File: config.mk
export PLATFORM = sky130hd
export DESIGN_NAME = axis_msg_decoder
export DESIGN_NICKNAME = d
export VERILOG_FILES = /design/src/rtl/mkt_msg_pkg.sv /design/src/rtl/sync_fifo.sv /design/src/rtl/axis_msg_decoder.sv
export SDC_FILE = /design/constraint.sdc
export NUM_CORES = 1
export LEC_CHECK = 0
export ABC_CLOCK_PERIOD_IN_PS = 9300
export CORE_MARGIN = 2
export CORE_UTILIZATION = 34
export DETAILED_ROUTE_END_ITERATION = 7
export SYNTH_ARGS = -nofsm -noshare
export SYNTH_HDL_FRONTEND = slang
export SYNTH_HIERARCHICAL = 1
export SYNTH_SLANG_ARGS = --single-unit
export TNS_END_PERCENT = 5
File: constraint.sdc
create_clock -name clk -period 9.3 [get_ports clk]
set_input_delay 2.325 -clock clk [delete_from_list [all_inputs] [get_ports clk]]
set_output_delay 2.325 -clock clk [all_outputs]
set_load 0.05 [all_outputs]
File: src/rtl/mkt_msg_pkg.sv
// Shared types for the market-message decoder: message payload, message type codes, FSM states.
package mkt_msg_pkg;

    localparam int unsigned MSG_W = 64;

    localparam logic [7:0] MSG_TYPE_ADD    = 8'h41;
    localparam logic [7:0] MSG_TYPE_DELETE = 8'h44;
    localparam logic [7:0] MSG_TYPE_MODIFY = 8'h4D;
    localparam logic [7:0] MSG_TYPE_TRADE  = 8'h54;

    // Field order matches the beat layout: price in bytes 7..4, type in byte 0.
    typedef struct packed {
        logic [31:0] price;
        logic [23:0] symbol_id;
        logic [7:0]  msg_type;
    } msg_t;

    typedef enum logic [0:0] {
        ST_IDLE    = 1'b0,
        ST_DISCARD = 1'b1
    } dec_state_t;

    function automatic logic is_known_type(input logic [7:0] t);
        return (t == MSG_TYPE_ADD) || (t == MSG_TYPE_DELETE) ||
               (t == MSG_TYPE_MODIFY) || (t == MSG_TYPE_TRADE);
    endfunction

endpackage

File: src/rtl/sync_fifo.sv
// Single-clock FIFO with registered valid and a look-ahead full flag for registered back-pressure.
module sync_fifo #(
    parameter int unsigned DEPTH = 4,
    parameter type T = logic [63:0]
) (
    input  logic clk,
    input  logic rst,
    input  logic push,
    input  T     din,
    input  logic pop,
    output T     dout,
    output logic valid,
    output logic full_nxt_c
);

    localparam int unsigned PW = $clog2(DEPTH);
    localparam int unsigned CW = $clog2(DEPTH) + 1;
    localparam logic [CW-1:0] ONE      = CW'(1);
    localparam logic [CW-1:0] FULL_CNT = CW'(DEPTH);

    T              mem [DEPTH];
    logic [PW-1:0] wr_ptr;
    logic [PW-1:0] rd_ptr;
    logic [CW-1:0] count;
    logic [CW-1:0] count_nxt;
    logic          do_push;
    logic          do_pop;

    assign do_push    = push && (count != FULL_CNT);
    assign do_pop     = pop && (count != '0);
    assign dout       = mem[rd_ptr];
    assign full_nxt_c = (count_nxt == FULL_CNT);

    always_comb begin
        count_nxt = count;
        if (do_push && !do_pop) begin
            count_nxt = count + ONE;
        end else if (!do_push && do_pop) begin
            count_nxt = count - ONE;
        end
    end

    // Pointers wrap naturally since DEPTH is a power of two.
    always_ff @(posedge clk or posedge rst) begin
        if (rst) begin
            wr_ptr <= '0;
            rd_ptr <= '0;
            count  <= '0;
            valid  <= 1'b0;
            for (int i = 0; i < int'(DEPTH); i++) begin
                mem[i] <= '0;
            end
        end else begin
            if (do_push) begin
                mem[wr_ptr] <= din;
                wr_ptr      <= PW'(wr_ptr + PW'(1));
            end
            if (do_pop) begin
                rd_ptr <= PW'(rd_ptr + PW'(1));
            end
            count <= count_nxt;
            valid <= (count_nxt != '0);
        end
    end

endmodule

File: src/rtl/axis_msg_decoder.sv
// Decodes single-beat AXI-stream market messages into a message FIFO, dropping malformed packets.
// Optional DECODER_STATS_EN adds saturating msg_count / drop_count outputs.
module axis_msg_decoder
    import mkt_msg_pkg::*;
#(
    parameter int unsigned DEPTH = 4,
    parameter int unsigned WIDTH = 64
) (
    input  logic               clk,
    input  logic               rst,
    input  logic [WIDTH-1:0]   s_axis_tdata,
    input  logic               s_axis_tvalid,
    output logic               s_axis_tready,
    input  logic               s_axis_tlast,
    input  logic [WIDTH/8-1:0] s_axis_tkeep,
    output logic               m_msg_valid,
    input  logic               m_msg_ready,
    output logic [7:0]         m_msg_type,
    output logic [23:0]        m_symbol_id,
    output logic [31:0]        m_price,
    output logic               err_pulse
`ifdef DECODER_STATS_EN
    ,
    output logic [31:0]        msg_count,
    output logic [15:0]        drop_count
`endif
);

    dec_state_t state;
    dec_state_t state_nxt;
    logic       beat_acc;
    logic       push_c;
    logic       drop_err_c;
    logic       full_nxt_c;
    msg_t       beat_msg;
    msg_t       head;

    assign beat_acc = s_axis_tvalid && s_axis_tready;
    assign beat_msg = msg_t'(s_axis_tdata);

    always_ff @(posedge clk or posedge rst) begin
        if (rst) begin
            state <= ST_IDLE;
        end else begin
            state <= state_nxt;
        end
    end

    always_comb begin
        state_nxt = state;
        case (state)
            ST_IDLE:    if (beat_acc && !s_axis_tlast) state_nxt = ST_DISCARD;
            ST_DISCARD: if (beat_acc && s_axis_tlast)  state_nxt = ST_IDLE;
            default:    state_nxt = ST_IDLE;
        endcase
    end

    // Only IDLE starts packets; the rest of a multi-beat packet is silently swallowed.
    always_comb begin
        push_c     = 1'b0;
        drop_err_c = 1'b0;
        if (state == ST_IDLE && beat_acc) begin
            if (s_axis_tlast && (s_axis_tkeep == '1) && is_known_type(beat_msg.msg_type)) begin
                push_c = 1'b1;
            end else begin
                drop_err_c = 1'b1;
            end
        end
    end

    always_ff @(posedge clk or posedge rst) begin
        if (rst) begin
            s_axis_tready <= 1'b0;
            err_pulse     <= 1'b0;
        end else begin
            s_axis_tready <= (state_nxt == ST_DISCARD) || !full_nxt_c;
            err_pulse     <= drop_err_c;
        end
    end

    sync_fifo #(
        .DEPTH (DEPTH),
        .T     (msg_t)
    ) u_fifo (
        .clk        (clk),
        .rst        (rst),
        .push       (push_c),
        .din        (beat_msg),
        .pop        (m_msg_ready),
        .dout       (head),
        .valid      (m_msg_valid),
        .full_nxt_c (full_nxt_c)
    );

    assign m_msg_type  = head.msg_type;
    assign m_symbol_id = head.symbol_id;
    assign m_price     = head.price;

`ifdef DECODER_STATS_EN
    always_ff @(posedge clk or posedge rst) begin
        if (rst) begin
            msg_count  <= '0;
            drop_count <= '0;
        end else begin
            if (push_c && (msg_count != '1)) begin
                msg_count <= msg_count + 32'd1;
            end
            if (drop_err_c && (drop_count != '1)) begin
                drop_count <= drop_count + 16'd1;
            end
        end
    end
`endif

endmodule

==> flow_metrics.env <==
export IMPL_htreeDepth=1
export IMPL_antenna_cells=0
export IMPL_period_share_pct=62.76
export IMPL_rows=68
export IMPL_drt_wirelength_per_cell_microns=18.93
export IMPL_ys_top_cells_by_count="267 x dfrtp_1, 256 x mux2_2, 64 x mux4_2, 25 x buf_6, 10 x inv_1"
export IMPL_dp_hpwl_microns=14710
export IMPL_hold_ws_ps=496.0
export IMPL_layout_drive_gt1_share_pct=45.03
export IMPL_cts_buffers=29
export IMPL_viasPerCell=4.924
export IMPL_start_util_pct=34.41
export IMPL_yosysWarnings=6
export IMPL_post_cts_buffers=0
export IMPL_fin_ws_ps=3463
export IMPL_yosysSeqAreaShare_pct=56.49
export IMPL_yosys_top_cells_area="dfrtp_1 56%, mux2_2 24%, mux4_2 12%"
export IMPL_setup_tns_ps=0
export IMPL_first_pass_iters=4
export IMPL_cts_resized_gates=0
export IMPL_ios=144
export IMPL_cts_tree="done"
export IMPL_grt_pass1_wl_microns=39740
export IMPL_synth_area_sq_um=11830
export IMPL_slowest_delay_ps=880
export IMPL_hold_path_class="flop to flop"
export IMPL_overflow=0
export IMPL_die_h_microns=190.5
export IMPL_clk_latency_ps=530
export IMPL_fill_cells=3153
export IMPL_critical_path_arrival_ps=3510
export IMPL_syn_nets=778
export IMPL_r2r_start="s_axis_tready$_DFF_PP0_"
export IMPL_clk_pin_slew_ps=60
export IMPL_holdBufCountCts=0
export IMPL_synth_top_area_share_pct=56.49
export IMPL_crit_fanout=34
export IMPL_synth_seq_cells=267
export IMPL_critPathLaunch="u_fifo/rd_ptr[0]$_DFFE_PP0P_"
export IMPL_dieArea_sq_um=36290
export IMPL_pre_cts_ws_ps=3359
export IMPL_die_x_microns=190.5
export IMPL_place_congestion=0.7114
export IMPL_ys_async_sr_fraction_pct=100.0
export IMPL_timing_rr_end="u_fifo/mem[227]$_DFFE_PP0P_"
export IMPL_path_cells="buf_4 -> mux4_2 -> clkdlybuf4s50_1"
export IMPL_synthMostInstantiatedCell="dfrtp_1"
export IMPL_ir_drop_uv=127.2
export IMPL_synth_ff_type="dfrtp_1"
export IMPL_end_kind="primary output"
export IMPL_root_buffer="clkbuf_16"
export IMPL_r2r_slack_ps=6160
export IMPL_syn_area_per_cell_sq_um=17.04
export IMPL_grt_usage_pct=13.93
export IMPL_coreArea_sq_um=34370
export IMPL_slew_violations=0
export IMPL_drt_antenna_violating_nets=0
export IMPL_synth_top_cell_by_area="dfrtp_1"
export IMPL_path_class="flop to primary output"
export IMPL_slew_headroom_pct=25.12
export IMPL_route_detailed_drc=0
export IMPL_status="finished, final reports clean"
export IMPL_first_global_vias=6986
export IMPL_vias=6451
export IMPL_max_clock_path_buffers=3
export IMPL_maxCapViolCount=0
export IMPL_synthDistinctLibCells=40
export IMPL_cp_required_ps=6980
export IMPL_period_minus_slack_ps=5837
export IMPL_drt_iter0_drc=278
export IMPL_syn_inst=694
export IMPL_synth_edf_count=0
export IMPL_drt_wl_total_microns=24800
export IMPL_max_clock_freq_mhz=171.3
export IMPL_cp_slowest_cell="dfrtp_4"
export IMPL_area_growth_pct=22.51
export IMPL_antenna_found_initial=0
export IMPL_tightest_slew_ps=1123
export IMPL_r2r_cells=6
export IMPL_portBuffers=143
export IMPL_finalSetupViolations=0
export IMPL_cts_sinks=267
export IMPL_worst_clock_skew_ps=5.736
export IMPL_powerDensity_nw_per_um2=189.5
export IMPL_grt_max_degree=76
export IMPL_finalHoldViolCount=0
export IMPL_final_nets=918
export IMPL_rsz0062_at_grt="no"
export IMPL_total_leakage_power_nw=6.975
export IMPL_cp_endpoint="m_price[27]"
export IMPL_cp_start_kind="flop"
==> cell type report <==
type / count / area, sq um / share of cell area (%)
Inverter: 10 / 41.29 / 0.2850
Clock buffer: 43 / 858.3 / 5.924
Multi-Input combinational cell: 378 / 4785 / 33.02
Clock inverter: 9 / 78.83 / 0.5440
Tap cell: 455 / 569.3 / 3.929
Sequential cell: 267 / 6689 / 46.16
Timing Repair Buffer: 148 / 1469 / 10.14
==> state kept, by name, indices dropped and copies added, names as in the netlist <==
name and cells:
s_axis_tready 1, u_fifo/wr_ptr 2, u_fifo/rd_ptr 2, u_fifo/mem 256, state 1, err_pulse 1
u_fifo/valid 1, u_fifo/count 3
==> where the power goes <==
part / switching (W) / internal, W / leakage [nW]
Clock: 0.000451 / 0.000663 / 0.466
Combinational: 0.000142 / 0.000183 / 2.81
Sequential: 0.000128 / 0.00118 / 3.70
==> critical path, delay by kind of cell, from the launching register on <==
| family | cells | cell delay [ps] |
|---|---|---|
| buf+inv | 2 | 1430 |
| flops | 1 | 880 |
| mux | 1 | 640 |
==> through the flow <==
step	instances	cell area, sq um	util [%]	power (W)
6_report	1310	14490	42.16	0.002745
2_1_floorplan	694	11830	-	0.001531
3_5_place_dp	1258	13550	39.43	0.001668
3_3_place_gp	1258	13550	39.43	0.001666
5_1_grt	1310	14490	42.16	0.002882
4_1_cts	1310	14490	42.16	0.002799
==> worst min-delay path by stage <==
stage	depth (start not counted)	end	slack (ps)	startpoint
after floorplan	2	state$_DFF_PP0_	460	state$_DFF_PP0_
after global placement	2	state$_DFF_PP0_	480	state$_DFF_PP0_
after detailed placement	1	u_fifo/mem[103]$_DFFE_PP0P_	490	u_fifo/mem[103]$_DFFE_PP0P_
after CTS	1	u_fifo/mem[103]$_DFFE_PP0P_	500	u_fifo/mem[103]$_DFFE_PP0P_
after global routing	1	u_fifo/mem[117]$_DFFE_PP0P_	510	u_fifo/mem[117]$_DFFE_PP0P_
final	2	state$_DFF_PP0_	500	state$_DFF_PP0_
==> cells in the final DEF (no fill, tap or decap), types with 5 or more instances in the layout <==
| cell type | count |
|---|---|
| dfrtp_1 | 265 |
| clkinv_2 | 6 |
| mux2_2 | 256 |
| ha_1 | 7 |
| inv_1 | 9 |
| buf_4 | 5 |
| clkbuf_16 | 29 |
| clkbuf_8 | 8 |
| nand2_1 | 6 |
| clkbuf_1 | 6 |
| clkdlybuf4s50_1 | 143 |
| mux4_2 | 64 |
==> metal layers <==
metal  GRT usage, %  share of wire, %  wire [microns]
met5              0                 0               0
met1          18.62                45           11240
met2          23.47                49           12030
met3          2.540               4.4            1096
met4          3.488               1.7             429
==> cell families after synthesis <==
group,share of synthesized area [%]
buffers and inverters,3.227
XOR/XNOR,0.2962
multiplexers,36.64
flip-flops,56.49
AO/OA/AOI/OAI,1.026
adder cells (fa/ha/maj),0.7405
AND/OR/NAND/NOR,1.576
Note: power is estimated with default switching activity, not from simulation.
